File: src/rtl/instruction_decoder_if.sv
// Bundle between the instruction decoder, the program ROM, the ALU and the sequencer/datapath.
// Latency: none. These are plain wires.
// Backpressure: none. The decoder consumes one ROM word on every clock.
//
// Ports (master = decoder side):
//   pm_data, alu_zero                  : inputs to the decoder
//   sync_reset, ir, jmp, jmp_nz, jmp_addr,
//   dont_jmp, reg_ld, src_sel, imm,
//   alu_en, alu_func                   : decoder outputs
interface instruction_decoder_if;
    logic [7:0] pm_data;
    logic       alu_zero;
    logic       sync_reset;
    logic [7:0] ir;
    logic       jmp;
    logic       jmp_nz;
    logic [3:0] jmp_addr;
    logic       dont_jmp;
    logic [3:0] reg_ld;
    logic [2:0] src_sel;
    logic [3:0] imm;
    logic       alu_en;
    logic [3:0] alu_func;

    modport master (
        input  pm_data, alu_zero,
        output sync_reset, ir, jmp, jmp_nz, jmp_addr, dont_jmp,
               reg_ld, src_sel, imm, alu_en, alu_func
    );

    modport slave (
        output pm_data, alu_zero,
        input  sync_reset, ir, jmp, jmp_nz, jmp_addr, dont_jmp,
               reg_ld, src_sel, imm, alu_en, alu_func
    );
endinterface

File: src/rtl/instruction_decoder.sv
// Registers the ROM word into the IR and decodes it. Also holds the zero flag and the synchronised sequencer reset.
// Latency: pm_data to ir is 1 cycle. Decode is combinational from ir. sync_reset deasserts RST_STAGES edges after reset_n rises.
// Backpressure: none. A new instruction is accepted every cycle.
//
// Ports: clk, reset_n (async, active-low) and dec (instruction_decoder_if.master):
//   in  pm_data[7:0], alu_zero
//   out sync_reset, ir[7:0], jmp, jmp_nz, jmp_addr[3:0], dont_jmp,
//       reg_ld[3:0], src_sel[2:0], imm[3:0], alu_en, alu_func[3:0]
module instruction_decoder #(
    parameter int         RST_STAGES = 2,
    parameter logic [7:0] NOP_WORD   = 8'hFF
) (
    input  logic                  clk,
    input  logic                  reset_n,
    instruction_decoder_if.master dec
);

    typedef enum logic [1:0] {
        OP_LOAD = 2'b00,
        OP_MOV  = 2'b01,
        OP_ALU  = 2'b10,
        OP_JMP  = 2'b11
    } opcode_e;

    logic [RST_STAGES-1:0] rst_sr;
    logic                  sync_reset;
    logic [7:0]            ir_q;
    logic                  dont_jmp_q;

    opcode_e    opcode;
    logic [1:0] dst;
    logic [3:0] reg_ld;
    logic       alu_en;
    logic       jmp;
    logic       jmp_nz;

    // The shift register is filled with ones while reset is asserted.
    // Zeros are then shifted in, so the last stage falls on the RST_STAGES-th edge after release.
    always_ff @(posedge clk or negedge reset_n) begin
        if (!reset_n) begin
            rst_sr <= '1;
        end else begin
            rst_sr <= {rst_sr[RST_STAGES-2:0], 1'b0};
        end
    end

    assign sync_reset = rst_sr[RST_STAGES-1];

    always_ff @(posedge clk or negedge reset_n) begin
        if (!reset_n) begin
            ir_q <= NOP_WORD;
        end else if (sync_reset) begin
            ir_q <= NOP_WORD;
        end else begin
            ir_q <= dec.pm_data;
        end
    end

    // The flag is written only by an ALU instruction.
    // A mid-run sync_reset leaves the flag untouched; only reset_n clears it.
    always_ff @(posedge clk or negedge reset_n) begin
        if (!reset_n) begin
            dont_jmp_q <= 1'b0;
        end else if (alu_en && !sync_reset) begin
            dont_jmp_q <= dec.alu_zero;
        end
    end

    assign opcode = opcode_e'(ir_q[7:6]);
    assign dst    = ir_q[5:4];

    always_comb begin
        reg_ld = 4'b0000;
        alu_en = 1'b0;
        jmp    = 1'b0;
        jmp_nz = 1'b0;
        case (opcode)
            OP_LOAD: reg_ld = 4'b0001 << dst;
            // A move from a register to itself is treated as a NOP.
            // ir[3] plays no part in this decision.
            OP_MOV: begin
                if (ir_q[2:0] != {1'b0, dst}) begin
                    reg_ld = 4'b0001 << dst;
                end
            end
            OP_ALU: alu_en = 1'b1;
            OP_JMP: begin
                jmp    = (dst == 2'b00);
                jmp_nz = (dst == 2'b01);
            end
            default: ;
        endcase
    end

    assign dec.sync_reset = sync_reset;
    assign dec.ir         = ir_q;
    assign dec.jmp        = jmp;
    assign dec.jmp_nz     = jmp_nz;
    assign dec.jmp_addr   = ir_q[3:0];
    assign dec.dont_jmp   = dont_jmp_q;
    assign dec.reg_ld     = reg_ld;
    assign dec.src_sel    = ir_q[2:0];
    assign dec.imm        = ir_q[3:0];
    assign dec.alu_en     = alu_en;
    assign dec.alu_func   = ir_q[3:0];

endmodule
File: src/flat_wrapper.sv
// flat-port wrapper written by rule: the top's interface ports become plain ports
module instruction_decoder_flat 
#(
    parameter int         RST_STAGES = 2,
    parameter logic [7:0] NOP_WORD   = 8'hFF
)
  (clk, reset_n, dec_pm_data, dec_alu_zero, dec_sync_reset, dec_ir, dec_jmp, dec_jmp_nz, dec_jmp_addr, dec_dont_jmp, dec_reg_ld, dec_src_sel, dec_imm, dec_alu_en, dec_alu_func);
  instruction_decoder_if dec_i ();
  input  logic clk;
  input  logic reset_n;
  input wire logic [$bits(dec_i.pm_data)-1:0] dec_pm_data;
  input wire logic [$bits(dec_i.alu_zero)-1:0] dec_alu_zero;
  output wire logic [$bits(dec_i.sync_reset)-1:0] dec_sync_reset;
  output wire logic [$bits(dec_i.ir)-1:0] dec_ir;
  output wire logic [$bits(dec_i.jmp)-1:0] dec_jmp;
  output wire logic [$bits(dec_i.jmp_nz)-1:0] dec_jmp_nz;
  output wire logic [$bits(dec_i.jmp_addr)-1:0] dec_jmp_addr;
  output wire logic [$bits(dec_i.dont_jmp)-1:0] dec_dont_jmp;
  output wire logic [$bits(dec_i.reg_ld)-1:0] dec_reg_ld;
  output wire logic [$bits(dec_i.src_sel)-1:0] dec_src_sel;
  output wire logic [$bits(dec_i.imm)-1:0] dec_imm;
  output wire logic [$bits(dec_i.alu_en)-1:0] dec_alu_en;
  output wire logic [$bits(dec_i.alu_func)-1:0] dec_alu_func;
  assign dec_i.pm_data = dec_pm_data;
  assign dec_i.alu_zero = dec_alu_zero;
  assign dec_sync_reset = dec_i.sync_reset;
  assign dec_ir = dec_i.ir;
  assign dec_jmp = dec_i.jmp;
  assign dec_jmp_nz = dec_i.jmp_nz;
  assign dec_jmp_addr = dec_i.jmp_addr;
  assign dec_dont_jmp = dec_i.dont_jmp;
  assign dec_reg_ld = dec_i.reg_ld;
  assign dec_src_sel = dec_i.src_sel;
  assign dec_imm = dec_i.imm;
  assign dec_alu_en = dec_i.alu_en;
  assign dec_alu_func = dec_i.alu_func;
  instruction_decoder #(.RST_STAGES(RST_STAGES), .NOP_WORD(NOP_WORD)) u_core (.clk(clk), .reset_n(reset_n), .dec(dec_i));
endmodule
File: config.mk
export PLATFORM = sky130hd
export DESIGN_NAME = instruction_decoder_flat
export DESIGN_NICKNAME = d
export VERILOG_FILES = /design/src/rtl/instruction_decoder_if.sv /design/src/rtl/instruction_decoder.sv /design/src/flat_wrapper.sv
export SDC_FILE = /design/constraint.sdc
export NUM_CORES = 1
export LEC_CHECK = 0
export ABC_AREA = 1
export CAP_MARGIN = 20
export CELL_PAD_IN_SITES_DETAIL_PLACEMENT = 1
export CELL_PAD_IN_SITES_GLOBAL_PLACEMENT = 2
export CORE_AREA = 4 4 52 78
export CTS_CLUSTER_SIZE = 40
export DETAILED_ROUTE_END_ITERATION = 10
export DIE_AREA = 0 0 56 82
export PLACE_DENSITY_LB_ADDON = 0.1
export SETUP_SLACK_MARGIN = 0.1
export SYNTH_ARGS = -nofsm -noshare
export SYNTH_HDL_FRONTEND = slang
export SYNTH_SLANG_ARGS = --single-unit
File: constraint.sdc
create_clock -name clk -period 3.7 [get_ports clk]
set_clock_uncertainty 0.15 [all_clocks]
set_input_delay 0.555 -clock clk [delete_from_list [all_inputs] [get_ports clk]]
set_output_delay 0.555 -clock clk [all_outputs]
set_load 0.005 [all_outputs]
==> results.sh <==
export IMPL_status="finished, final reports clean"
export IMPL_maxCapViolCount=0
export IMPL_critical_path_class="reg2out"
export IMPL_nets=108
export IMPL_cts_buffers=3
export IMPL_synth_top_family_by_area="simple AND/OR/NAND/NOR gates"
export IMPL_use_met3_pct=1.73
export IMPL_synth_edf_count=0
export IMPL_clk_latency_ps=230
export IMPL_grtUsageTotal_pct=7.10
export IMPL_area_delta_synth_final_pct=68.8
export IMPL_irDropWorstVdd_mv=0.181
export IMPL_ctsResizeCount=0
export IMPL_p_leak_nw=0.424
export IMPL_cp_start_kind="flop"
export IMPL_synth_xor_xnor_area_share_pct=0
export IMPL_clock_fmax_mhz=407
export IMPL_overflow=0
export IMPL_p_per_area_nw_per_um2=327
export IMPL_drive_above_1_share_pct=27.1
export IMPL_grt_pass1_vias=534
export IMPL_io_pins=43
export IMPL_syn_num_nets=76
export IMPL_synth_fa_ha_area_share_pct=0
export IMPL_synthSimpleGateAreaFrac_pct=27.0
export IMPL_grt_util_met1_pct=7.26
export IMPL_gr_max_usage_layer="met2"
export IMPL_synth_area_top_cells="dfstp_2, buf_4, or2_2"
export IMPL_hold_viol=0
export IMPL_n_fill_cell=404
export IMPL_drtPass1Iterations=2
export IMPL_die_w_um=56
export IMPL_synth_compound_area_share_pct=0
export IMPL_yosysSeqAreaShare_pct=48.8
export IMPL_initial_core_util_pct=17.4
export IMPL_reg2reg_slack_ps=2460
export IMPL_cts_sinks=11
export IMPL_synth_common_cells="buf_4, dfstp_2, or2_2"
export IMPL_antenna_found_initial=0
export IMPL_path_buf_inv=2
export IMPL_ys_seq_elements=11
export IMPL_synth_area_um2=589
export IMPL_grt_pass1_wl_mm=2.49
export IMPL_ctsHoldBuffers=0
export IMPL_wl_per_cell_um=11.4
export IMPL_hpwlAfterDp_mm=1.33
export IMPL_multi_input_area_um2=163
export IMPL_synth_cells=65
export IMPL_async_flop_share_pct=100
export IMPL_rsz0062_at_grt="false"
export IMPL_setup_violations=0
export IMPL_drcViolationCount=0
export IMPL_tns_ps=0
export IMPL_cts_tree="yes"
export IMPL_synthFlopType="dfstp_2"
export IMPL_crit_slowest_cell="clkdlybuf4s50_1"
export IMPL_clkTransAtPathRegs_ps=50
export IMPL_placedCellCount=134
export IMPL_cp_data_arrival_time_ps=1750
export IMPL_num_antenna_cells=0
export IMPL_synth_area_mux_share_pct=0
export IMPL_yosysMostFrequentCell="buf_4"
export IMPL_core_um2=3380
export IMPL_synth_top_area_cell="dfstp_2"
export IMPL_cts_setup_buffers=0
export IMPL_synth_top_cell_area_share_pct=44.6
export IMPL_hold_path_class="reg2reg"
export IMPL_yosysWarnings=0
export IMPL_viasPerCell=3.64
export IMPL_final_cell_count_no_fill=138
export IMPL_crit_family="buffers and inverters"
export IMPL_ant_nets=0
export IMPL_gp_congestion=0.689
export IMPL_grt_met2_usage_pct=12.6
export IMPL_critical_path_cell_chain="inv_1, nor4_1, clkdlybuf4s50_1"
export IMPL_cts_htree_levels=1
export IMPL_num_vias=503
export IMPL_min_period_ps=2460
export IMPL_slowest_delay_ps=570
export IMPL_place_ws_ps=1510
export IMPL_end_kind="primary output"
export IMPL_avgSynthCellArea_um2=9.07
export IMPL_slew_viol_final=0
export IMPL_path_max_fanout=7
export IMPL_grt_max_degree=12
export IMPL_drtIter0Drc=4
export IMPL_regArea_um2=288
export IMPL_wirelength_mm=1.57
export IMPL_cts_root_buf="clkbuf_8"
export IMPL_period_share_pct=66.4
export IMPL_cts_buffer_depth=2
export IMPL_io_buffers=42
export IMPL_fp_dieArea_um2=4590
export IMPL_row_count=26
export IMPL_required_ps=2990
export IMPL_fp_dieH_um=82
export IMPL_setup_ws_ps=1240
export IMPL_synth_cell_types=14
-- cell usage in the layout, fill, tap and decap left out, types with 2 or more instances in the layout --
cell type / synthesis / final
clkbuf_8: 0 / 3
clkdlybuf4s50_1: 0 / 42
dfstp_2: 10 / 10
inv_1: 5 / 5
inv_2: 2 / 2
nand2_1: 7 / 7
nand3_1: 5 / 5
nor2_1: 6 / 6
nor4_1: 2 / 2
or2_2: 8 / 8
-- worst reg2reg max path: stages (launching register included) --
cell,delay (ps)
dfstp_2,520
inv_1,100
nor2_1,180
nand2_1,70
nand2_1,60
nand2_1,40
-- power breakdown --
part | internal [W] | switching (W) | total (W)
registers | 0.000133 | 0.00000861 | 0.000142
clock network | 0.0000753 | 0.0000418 | 0.000117
logic | 0.0000452 | 0.0000217 | 0.0000669
-- cell families (layout without fill, tap and decap cells) --
family / Yosys count / in the layout
buf+inv: 22 / 53
flops: 11 / 11
other cells: 1 / 1
simple gates: 31 / 31
-- stage by stage --
stage / total power (W) / cell area [µm²] / hold WS [ps] / utilization, %
after global placement: 0.000212 / 950 / 196 / 28.1
after CTS: 0.000336 / 995 / 205 / 29.4
after floorplan: 0.000170 / 589 / 109 / -
after detailed placement: 0.000212 / 950 / 198 / 28.1
final: 0.000326 / 995 / 204 / 29.4
after global routing: 0.000350 / 995 / 211 / 29.4
-- layout make-up --
type / instances / share of cell area (%)
clock buffers: 4 / 4.53
repair buffers: 42 / 42.3
multi-input cells: 32 / 16.4
flip-flops and latches: 11 / 28.9
inverters: 7 / 2.64
well taps: 42 / 5.28
-- sequential cells by signal, summed over array words and instances (netlist names) --
register / count
u_core.dec.ir: 8
u_core.rst_sr: 2
u_core.dec.dont_jmp: 1
-- worst paths after layout --
kind                                   from             endpoint  depth (start not counted)
setup / recovery           u_core.dec.ir[7]              dec_jmp                          3
hold / removal             u_core.rst_sr[0]     u_core.rst_sr[1]                          0
setup reg to reg           u_core.dec.ir[7]  u_core.dec.dont_jmp                          5
hold reg to reg            u_core.rst_sr[0]     u_core.rst_sr[1]                          0
max in group asynchronous           reset_n     u_core.dec.ir[3]                          1
min in group asynchronous           reset_n  u_core.dec.dont_jmp                          1
-- layer usage --
metal  part of all wire [%]  up-vias
met2                     53       26
met5                      0        -
met3                    8.4        4
met4                    1.5        0
met1                     37      229
li1                       -      244
Note: power is estimated with default switching activity, not from simulation.
